`src/rtl/change_pkg.sv`:
```
// ============================================================================
// Module      : change_pkg
// Description : Shared types and constants for the change dispenser.
//               - state_t    : dispenser FSM states
//               - DEN_*      : coin denominations
//               - coin_sel_t : one-hot coin select (bit 4 = 100 ... bit 0 = 1)
//               - pick_coin  : largest denomination not exceeding an amount
//               - coin_value : face value of a one-hot coin select
// Revision    : 1.0  initial release
// ============================================================================
`default_nettype none

package change_pkg;

   typedef enum logic [2:0] {
      IDLE   = 3'd0,
      SELECT = 3'd1,
      PULSE  = 3'd2,
      GAP    = 3'd3,
      DONE   = 3'd4
   } state_t;

   localparam int unsigned DEN_100 = 100;
   localparam int unsigned DEN_50  = 50;
   localparam int unsigned DEN_10  = 10;
   localparam int unsigned DEN_5   = 5;
   localparam int unsigned DEN_1   = 1;

   // Bit positions match the output lines {co100,co50,co10,co5,co1}.
   typedef enum logic [4:0] {
      COIN_NONE = 5'b00000,
      COIN_1    = 5'b00001,
      COIN_5    = 5'b00010,
      COIN_10   = 5'b00100,
      COIN_50   = 5'b01000,
      COIN_100  = 5'b10000
   } coin_sel_t;

   // Greedy choice; optimal for this coin set.
   function automatic coin_sel_t pick_coin(input logic [31:0] rem);
      if (rem >= DEN_100)     return COIN_100;
      else if (rem >= DEN_50) return COIN_50;
      else if (rem >= DEN_10) return COIN_10;
      else if (rem >= DEN_5)  return COIN_5;
      else if (rem >= DEN_1)  return COIN_1;
      else                    return COIN_NONE;
   endfunction

   function automatic int unsigned coin_value(input coin_sel_t sel);
      case (sel)
         COIN_100: return DEN_100;
         COIN_50:  return DEN_50;
         COIN_10:  return DEN_10;
         COIN_5:   return DEN_5;
         COIN_1:   return DEN_1;
         default:  return 0;
      endcase
   endfunction

endpackage

`default_nettype wire

```
`src/rtl/pulse_timer.sv`:
```
// ============================================================================
// Module      : pulse_timer
// Description : Loadable down-counter timing the PULSE and GAP phases.
//               Loading value N-1 gives an N-cycle phase: expire is high on
//               the last cycle of the phase (counter at zero).
// Ports       : clk      - rising-edge clock
//               rst      - asynchronous active-high reset
//               load     - load load_val into the counter
//               load_val - phase length minus one
//               expire   - counter is zero (last cycle of the phase)
// Revision    : 1.0  initial release
// ============================================================================
`default_nettype none

module pulse_timer #(
   parameter int CNT_W = 4
) (
   input  logic             clk,
   input  logic             rst,
   input  logic             load,
   input  logic [CNT_W-1:0] load_val,
   output logic             expire
);

   logic [CNT_W-1:0] r_cnt;

   always_ff @(posedge clk or posedge rst) begin
      if (rst) begin
         r_cnt <= '0;
      end else if (load) begin
         r_cnt <= load_val;
      end else if (r_cnt != '0) begin
         r_cnt <= r_cnt - CNT_W'(1);
      end
   end

   assign expire = (r_cnt == '0);

endmodule

`default_nettype wire

```
`src/rtl/change_dispenser.sv`:
```
// ============================================================================
// Module      : change_dispenser
// Description : Emits coin-eject pulses for a change amount, largest
//               denomination first (100/50/10/5/1). Each coin occupies one
//               SELECT cycle, PULSE_W high cycles and GAP_W low cycles.
// Ports       : clk, rst       - clock, asynchronous active-high reset
//               start, amount  - request and amount, sampled in IDLE only
//               busy           - transaction in progress (SELECT/PULSE/GAP)
//               done           - one-cycle completion pulse
//               remaining      - amount still to be dispensed
//               co100..co1     - registered coin-eject pulses, one-hot
//               n100..n1       - per-denomination coin counts (optional)
// Config      : CHANGE_TALLY_EN - when defined, adds the n100..n1 tally
//               outputs, cleared on accepted start, bumped on the last
//               PULSE cycle of each coin.
// Revision    : 1.0  initial release
// ============================================================================
`default_nettype none

module change_dispenser
   import change_pkg::*;
#(
   parameter int AMT_W   = 8,
   parameter int PULSE_W = 4,
   parameter int GAP_W   = 4
) (
   input  logic             clk,
   input  logic             rst,
   input  logic             start,
   input  logic [AMT_W-1:0] amount,
   output logic             busy,
   output logic             done,
   output logic [AMT_W-1:0] remaining,
   output logic             co100,
   output logic             co50,
   output logic             co10,
   output logic             co5,
   output logic             co1
`ifdef CHANGE_TALLY_EN
   ,
   output logic [3:0]       n100,
   output logic [3:0]       n50,
   output logic [3:0]       n10,
   output logic [3:0]       n5,
   output logic [3:0]       n1
`endif
);

   // Timer only has to hold the longer phase length minus one.
   localparam int c_TMR_MAX = (PULSE_W > GAP_W) ? PULSE_W : GAP_W;
   localparam int c_TMR_W   = (c_TMR_MAX > 1) ? $clog2(c_TMR_MAX) : 1;
   localparam logic [c_TMR_W-1:0] c_PULSE_LD = c_TMR_W'(PULSE_W - 1);
   localparam logic [c_TMR_W-1:0] c_GAP_LD   = c_TMR_W'(GAP_W - 1);

   state_t             r_state;
   coin_sel_t          r_sel;
   logic [4:0]         r_co;
   coin_sel_t          w_pick;
   logic [AMT_W-1:0]   w_dec;
   logic               w_tmr_load;
   logic [c_TMR_W-1:0] w_tmr_val;
   logic               w_tmr_expire;

   assign w_pick = pick_coin(32'(remaining));
   assign w_dec  = AMT_W'(coin_value(r_sel));

   assign co100 = r_co[4];
   assign co50  = r_co[3];
   assign co10  = r_co[2];
   assign co5   = r_co[1];
   assign co1   = r_co[0];

   // The timer is loaded on entry to each timed phase: from SELECT for the
   // pulse, and on the last pulse cycle for the gap.
   always_comb begin
      w_tmr_load = 1'b0;
      w_tmr_val  = c_PULSE_LD;
      case (r_state)
         SELECT: begin
            if (remaining != '0) begin
               w_tmr_load = 1'b1;
               w_tmr_val  = c_PULSE_LD;
            end
         end
         PULSE: begin
            if (w_tmr_expire) begin
               w_tmr_load = 1'b1;
               w_tmr_val  = c_GAP_LD;
            end
         end
         default: begin
            w_tmr_load = 1'b0;
         end
      endcase
   end

   pulse_timer #(
      .CNT_W (c_TMR_W)
   ) u_timer (
      .clk      (clk),
      .rst      (rst),
      .load     (w_tmr_load),
      .load_val (w_tmr_val),
      .expire   (w_tmr_expire)
   );

`ifdef CHANGE_TALLY_EN
   logic [3:0] r_n100, r_n50, r_n10, r_n5, r_n1;
   assign n100 = r_n100;
   assign n50  = r_n50;
   assign n10  = r_n10;
   assign n5   = r_n5;
   assign n1   = r_n1;
`endif

   always_ff @(posedge clk or posedge rst) begin
      if (rst) begin
         r_state   <= IDLE;
         r_sel     <= COIN_NONE;
         r_co      <= 5'b00000;
         busy      <= 1'b0;
         done      <= 1'b0;
         remaining <= '0;
`ifdef CHANGE_TALLY_EN
         r_n100    <= 4'd0;
         r_n50     <= 4'd0;
         r_n10     <= 4'd0;
         r_n5      <= 4'd0;
         r_n1      <= 4'd0;
`endif
      end else begin
         done <= 1'b0;
         case (r_state)
            IDLE: begin
               if (start) begin
                  remaining <= amount;
                  busy      <= 1'b1;
                  r_state   <= SELECT;
`ifdef CHANGE_TALLY_EN
                  r_n100    <= 4'd0;
                  r_n50     <= 4'd0;
                  r_n10     <= 4'd0;
                  r_n5      <= 4'd0;
                  r_n1      <= 4'd0;
`endif
               end
            end
            SELECT: begin
               if (remaining == '0) begin
                  busy    <= 1'b0;
                  done    <= 1'b1;
                  r_state <= DONE;
               end else begin
                  r_sel   <= w_pick;
                  r_co    <= w_pick;
                  r_state <= PULSE;
               end
            end
            PULSE: begin
               if (w_tmr_expire) begin
                  // w_dec never exceeds remaining: the coin was picked from it.
                  remaining <= remaining - w_dec;
                  r_co      <= 5'b00000;
                  r_state   <= GAP;
`ifdef CHANGE_TALLY_EN
                  case (r_sel)
                     COIN_100: r_n100 <= r_n100 + 4'd1;
                     COIN_50:  r_n50  <= r_n50  + 4'd1;
                     COIN_10:  r_n10  <= r_n10  + 4'd1;
                     COIN_5:   r_n5   <= r_n5   + 4'd1;
                     COIN_1:   r_n1   <= r_n1   + 4'd1;
                     default:  r_n1   <= r_n1;
                  endcase
`endif
               end
            end
            GAP: begin
               if (w_tmr_expire) begin
                  r_state <= SELECT;
               end
            end
            DONE: begin
               r_state <= IDLE;
            end
            default: begin
               r_co    <= 5'b00000;
               busy    <= 1'b0;
               r_state <= IDLE;
            end
         endcase
      end
   end

endmodule

`default_nettype wire

```
`config.mk`:
```
export PLATFORM = sky130hd
export DESIGN_NAME = change_dispenser
export DESIGN_NICKNAME = d
export VERILOG_FILES = /design/src/rtl/change_pkg.sv /design/src/rtl/pulse_timer.sv /design/src/rtl/change_dispenser.sv
export SDC_FILE = /design/constraint.sdc
export NUM_CORES = 1
export LEC_CHECK = 0
export CAP_MARGIN = 20
export CORE_MARGIN = 2
export CORE_UTILIZATION = 57
export DETAILED_ROUTE_END_ITERATION = 6
export PLACE_DENSITY = 0.84
export SYNTH_ARGS = -nofsm -noshare
export SYNTH_HDL_FRONTEND = slang
export SYNTH_SLANG_ARGS = --single-unit
```
`constraint.sdc`:
```
create_clock -name clk -period 4.38 [get_ports clk]
set_input_delay 0.438 -clock clk [delete_from_list [all_inputs] [get_ports clk]]
set_output_delay 0.438 -clock clk [all_outputs]
set_load 0.01 [all_outputs]
```
* Word level (Yosys, flattened, before mapping)
Cells that the tools add are included.
W data, S select, Z words.
** Cells by class
- Equal/unequal tests :: 14
- Add/subtract/negate cells :: 2
- Order comparisons :: 5
- Bitwise logic cells :: 3
- Reduce and logical (&&, ||, !) cells :: 14
- Muxes and demuxes :: 27
** Operators by type and width (number)
- $pmux W7 S5 :: 1
- $mux W8 :: 2
- $pmux W8 S2 :: 1
- $mux W3 :: 5
- $mux W5 :: 3
- $pmux W5 S3 :: 1
- $pmux W3 S4 :: 1
- $reduce_and A3 Y1 :: 4
- $ge A8 B1 Y1 const B :: 1
- $ge A8 B3 Y1 const B :: 1
- $ge A8 B4 Y1 const B :: 1
- $ge A8 B6 Y1 const B :: 1
- $ge A8 B7 Y1 const B :: 1
- $logic_not A8 Y1 :: 1
- $reduce_bool A8 Y1 :: 1
- $sub A8 B8 Y8 :: 1
- $mux W1 :: 7
- $eq A3 B2 Y1 const B :: 2
- $mux W2 :: 3
- $ne A2 B2 Y1 const B :: 3
- $reduce_bool A2 Y1 :: 3
- $reduce_or A3 Y1 :: 2
- $eq A5 B1 Y1 const B :: 1
- $eq A5 B2 Y1 const B :: 1
- 14 further kinds :: 17
** Storage, ports and cells
- Input port bits :: 11
- Word-level logic and storage cells :: 72
- Bits in registers :: 25

* Depth between registers and ports, before layout
- Word-level depth :: 8
- Mapped depth :: 10
- Gate-level depth less buffers :: 10

* By module
A second synthesis with hierarchy kept.
** Unflattened totals
- Cells, all modules :: 183
- Area, all modules :: 1620.3 sq um
** Modules (own cells, without submodules)
- change_dispenser :: sequential area each 575.6 sq um, cells an instance 170, instances 1, area each 1492.7 sq um
- pulse_timer :: sequential area each 50.0 sq um, cells an instance 13, instances 1, area each 127.6 sq um

* Worst setup path before layout
Ideal clock, no wire load.
- Path type :: register to register
- From :: register r_sel[0]
- To :: register remaining[6]
- Slack :: 1.782 ns
- Clock period less this slack :: 2.598 ns
- Path buffers :: 0
- Setup time :: 0.128 ns
- Data required time :: 4.252 ns
- Data arrival time :: 2.470 ns
- Cell stages (with the launch flop) :: 10
- Cell sequence :: dfrtp_1 > or3_1 > or3b_1 > nor2b_1 > fa_1 > a211oi_1 > o21bai_1 > a21oi_1 > mux2i_1 > nand3_1
** On the way
- Cells in the longest elaborated chain, start to end :: 5
** Ends and longest elaborated chain
- from (decl) :: line change_dispenser.sv:56 : coin_sel_t r_sel;
- from (signal assigned) :: line change_dispenser.sv:154 : r_sel <= w_pick;
- $eq A5 B1 Y1 (tied with other cells) :: line change_pkg.sv:50 : case (sel)
- $pmux W7 S5 (*) :: line change_pkg.sv:50
- $sub A8 B8 Y8 (*) :: line change_dispenser.sv:162 : remaining <= remaining - w_dec;
- $mux W8 (*) :: line change_dispenser.sv:160 : if (w_tmr_expire) begin
- $pmux W8 S2 (*) :: line change_dispenser.sv:133 : case (r_state)
- to (signal assigned) :: line change_dispenser.sv:136 : remaining <= amount;
- to (signal assigned) :: line change_dispenser.sv:162
- to (decl) :: line change_dispenser.sv:33 : output logic [AMT_W-1:0] remaining,
Mark *: on every way between the ends. The rest lies on a longest branch, timed or not. The select of a mux whose other input is x is not followed.
A chain may end at the register's enable or synchronous reset.

* Final worst setup path
Same ends and word-level chain as after synthesis.

==> results by group <==
Routing
  • Routed wire length: 3.72 mm
  • DR WL/cell: 15.5 um
  • Vias per cell: 6.08
  • Drt first pass iters: 5
  • Antenna Violating Nets Remaining: 0
  • Drt drc: 0
  • Detailed Route Iter0 Violations: 76
  • Vias: 1,460

Clock network
  • Clk pin slew, worst setup/hold paths: 150 ps
  • Post-CTS setup buffers: 0
  • CTS Buffer Depth: 2
  • CTS H-Tree Depth: 1
  • Worst-skew pair later-pin latency: 340 ps
  • Post-CTS resize count: 0
  • CTS Sinks: 25
  • Cts hold-fix bufs: 0
  • CTS Buf Count: 3
  • CTS tree: done
  • Clock root buffer: clkbuf_4

Timing
  • Fin Setup TNS: 0 ps
  • Fin. Hold Viols: 0
  • Period utilisation layout: 65.0%
  • Final Max Tran Viols: 0
  • Post-Route Skew: 2.93 ps
  • Setup violators final: 0
  • Max transition margin: 34.9%
  • Hold WS: 531 ps
  • Unrepaired setup endpoints after global routing: false
  • Final Critical Period: 2840 ps
  • Setup ws final: 1540 ps
  • Fmax: 351 MHz
  • Worst Max-Slew Pin Slew: 975 ps

Yosys
  • Top FF cell, synth: dfrtp_1
  • Yosys top cell area share: 37.7%
  • Post-synthesis mux area share: 2.41%
  • Mean Syn Cell Area: 8.89 um2
  • Unique masters post-synth: 47
  • Post-Syn Nets: 208
  • Main combinational cell family by area after synthesis: simple AND/OR/NAND/NOR gates
  • Mapped cell area: 1660 um2
  • Post-synth EDFFs: 0
  • Area leader, netlist: dfrtp_1
  • XOR/XNOR Fraction of Synth Area: 3.16%
  • Ys Warns: 0
  • Synth area leaders: dfrtp_1 38%, ha_1 6.8%, nand2_1 5.2%
  • Most common cell in the netlist: dfrtp_1
  • Adder-Cell Fraction of Synth Area: 7.98%
  • Compound-cell area share of the yosys netlist: 19.4%
  • Cells after Synth: 187
  • Seq/Total Area, Yosys: 37.7%
  • Synth cell count leaders: 25 x dfrtp_1, 23 x nand2_1, 15 x inv_1
  • Ys async rst share: 100%
  • Simple-Gate Fraction of Synth Area: 22.8%
  • Synthesized flop and latch total: 25

Placed design
  • Port Buf Inserts: 25
  • Cell area after placement: 1900 um2
  • Post-DP HPWL: 2.68 mm
  • GPL Wtd Cong: 0.931
  • Place WS: 1640 ps

GRT
  • Vias in the first global route: 1,397
  • First-pass GRT wire length: 6.29 mm
  • Grt total ovfl: 0
  • Initial antenna violation count: 0
  • Largest net degree at the start of global routing: 26
  • GRT Total Usage: 24.2%

Pwr
  • Switching pwr: 723 uW
  • Pwr dens: 775 nW/um2
  • Peak VDD IR: 537 uV
  • Flop pwr share: 31.4%
  • P_int: 774 uW
  • P_leak: 0.000844 uW
  • Comb power frac: 61.0%
  • Switching Share: 48.3%
  • Clock power share: 7.6%

Finish
  • Share of layout cells above drive strength 1: 5.74%
  • Antenna fix cells: 0
  • Finished Cell Area: 1930 um2
  • Util after Layout: 70.1%
  • Fin nets: 231
  • Area delta synth->final: 16.3%

Worst setup path
  • Setup crit start kind: flip-flop
  • CP max FO: 5
  • Crit end category: flip-flop
  • WP data arrival: 3080 ps
  • R2r setup slk: 1540 ps
  • Worst Path Required: 4620 ps
  • Type of the worst setup path: reg -> reg

Job
  • Max cap viols: 0

Die
  • Die Y-Extent: 58.0 um
  • CORE AREA: 2760 um2
  • Site row count: 19
  • Initial cell density of the core: 60.3%
  • Die width: 58.0 um
  • Num ports: 26
  • Die area: 3360 um2

Min path
  • Worst Hold Class: reg -> reg

Outcome
  • Status: completed
-- power by group through the flow --
| stage | clock [uW] | sequential, uW | combinational [uW] |
|---|---|---|---|
| CTS | 118 | 467 | 909 |
| finish | 113 | 471 | 913 |
| global route | 126 | 488 | 1020 |
| detailed placement | 0 | 472 | 898 |
| floorplan | 0 | 445 | 676 |
| global placement | 0 | 463 | 860 |
-- sequential cells by signal, indices dropped and copies added (netlist names) --
signal         flops
u_timer.r_cnt      2
r_sel              5
r_state            3
r_co               5
done               1
busy               1
remaining          8
-- stage by stage --
| stage | power, uW | instances |
|---|---|---|
| global placement | 1320 | 236 |
| CTS | 1490 | 240 |
| detailed placement | 1370 | 236 |
| floorplan | 1120 | 187 |
| finish | 1500 | 240 |
| global route | 1630 | 240 |
-- final cells by class --
type / count / area [um2]
Inverter: 16 / 60.1
Clock inverter: 1 / 7.51
Timing Repair Buffer: 25 / 250
Tap cell: 31 / 38.8
Clock buffer: 3 / 22.5
Fill cell: 217 / 826
Multi-Input combinational cell: 139 / 927
Sequential cell: 25 / 626
-- cell usage in the layout (no fill, tap or decap), types with 2 or more instances in the layout --
cell	Yosys	final
a211oi_1	2	2
a21o_1	3	3
a21oi_1	14	14
and3_1	2	2
clkbuf_4	0	3
clkdlybuf4s50_1	0	25
dfrtp_1	25	25
ha_1	9	9
inv_1	15	15
mux2i_1	4	4
nand2_1	23	23
nand2_2	2	2
nand3_1	7	7
nand3b_1	2	2
nor2_1	8	8
nor2b_1	3	3
nor3_1	4	4
nor4_4	2	2
o211ai_1	2	2
o21a_1	3	3
o21ai_0	14	14
o21ai_1	5	5
or3_1	4	4
xnor2_1	3	3
xor2_1	3	3
-- worst paths after layout --
kind	cells past startpoint	from	endpoint
worst max-delay path	9	r_sel[0]$_DFFE_PP0P_	remaining[6]$_DFFE_PP0P_
worst min-delay path	1	busy$_DFFE_PP0P_	busy$_DFFE_PP0P_
worst max register to register	9	r_sel[0]$_DFFE_PP0P_	remaining[6]$_DFFE_PP0P_
worst min register to register	1	busy$_DFFE_PP0P_	busy$_DFFE_PP0P_
max in group asynchronous	2	rst	r_state[0]$_DFFE_PP0P_
min in group asynchronous	2	rst	r_co[1]$_DFFE_PP0P_
-- critical path, cell delays in order (launching register included) --
cell      delay [ps]
dfrtp_1          450
or3_1            400
or3b_1           410
nor2b_1          180
fa_1             480
a211oi_1         260
o21bai_1         100
a21oi_1          180
mux2i_1          200
nand3_1           90
-- cell families (layout without fill, tap and decap cells) --
family / Yosys count / count (layout)
AO/OA/AOI/OAI: 53 / 53
XOR/XNOR: 6 / 6
adder cells (fa/ha/maj): 10 / 10
buffers and inverters: 23 / 45
flip-flops: 25 / 25
multiplexers: 4 / 4
AND/OR/NAND/NOR: 66 / 66
-- layer usage --
layer	part of all wire (%)	up-vias	track usage (%)
met5	0	-	0
met4	2.1	0	11.3
met3	4.4	9	4.46
met2	47	35	38.8
met1	46	710	31.7
li1	-	706	-
No activity file was read; power rests on OpenSTA's default activity.
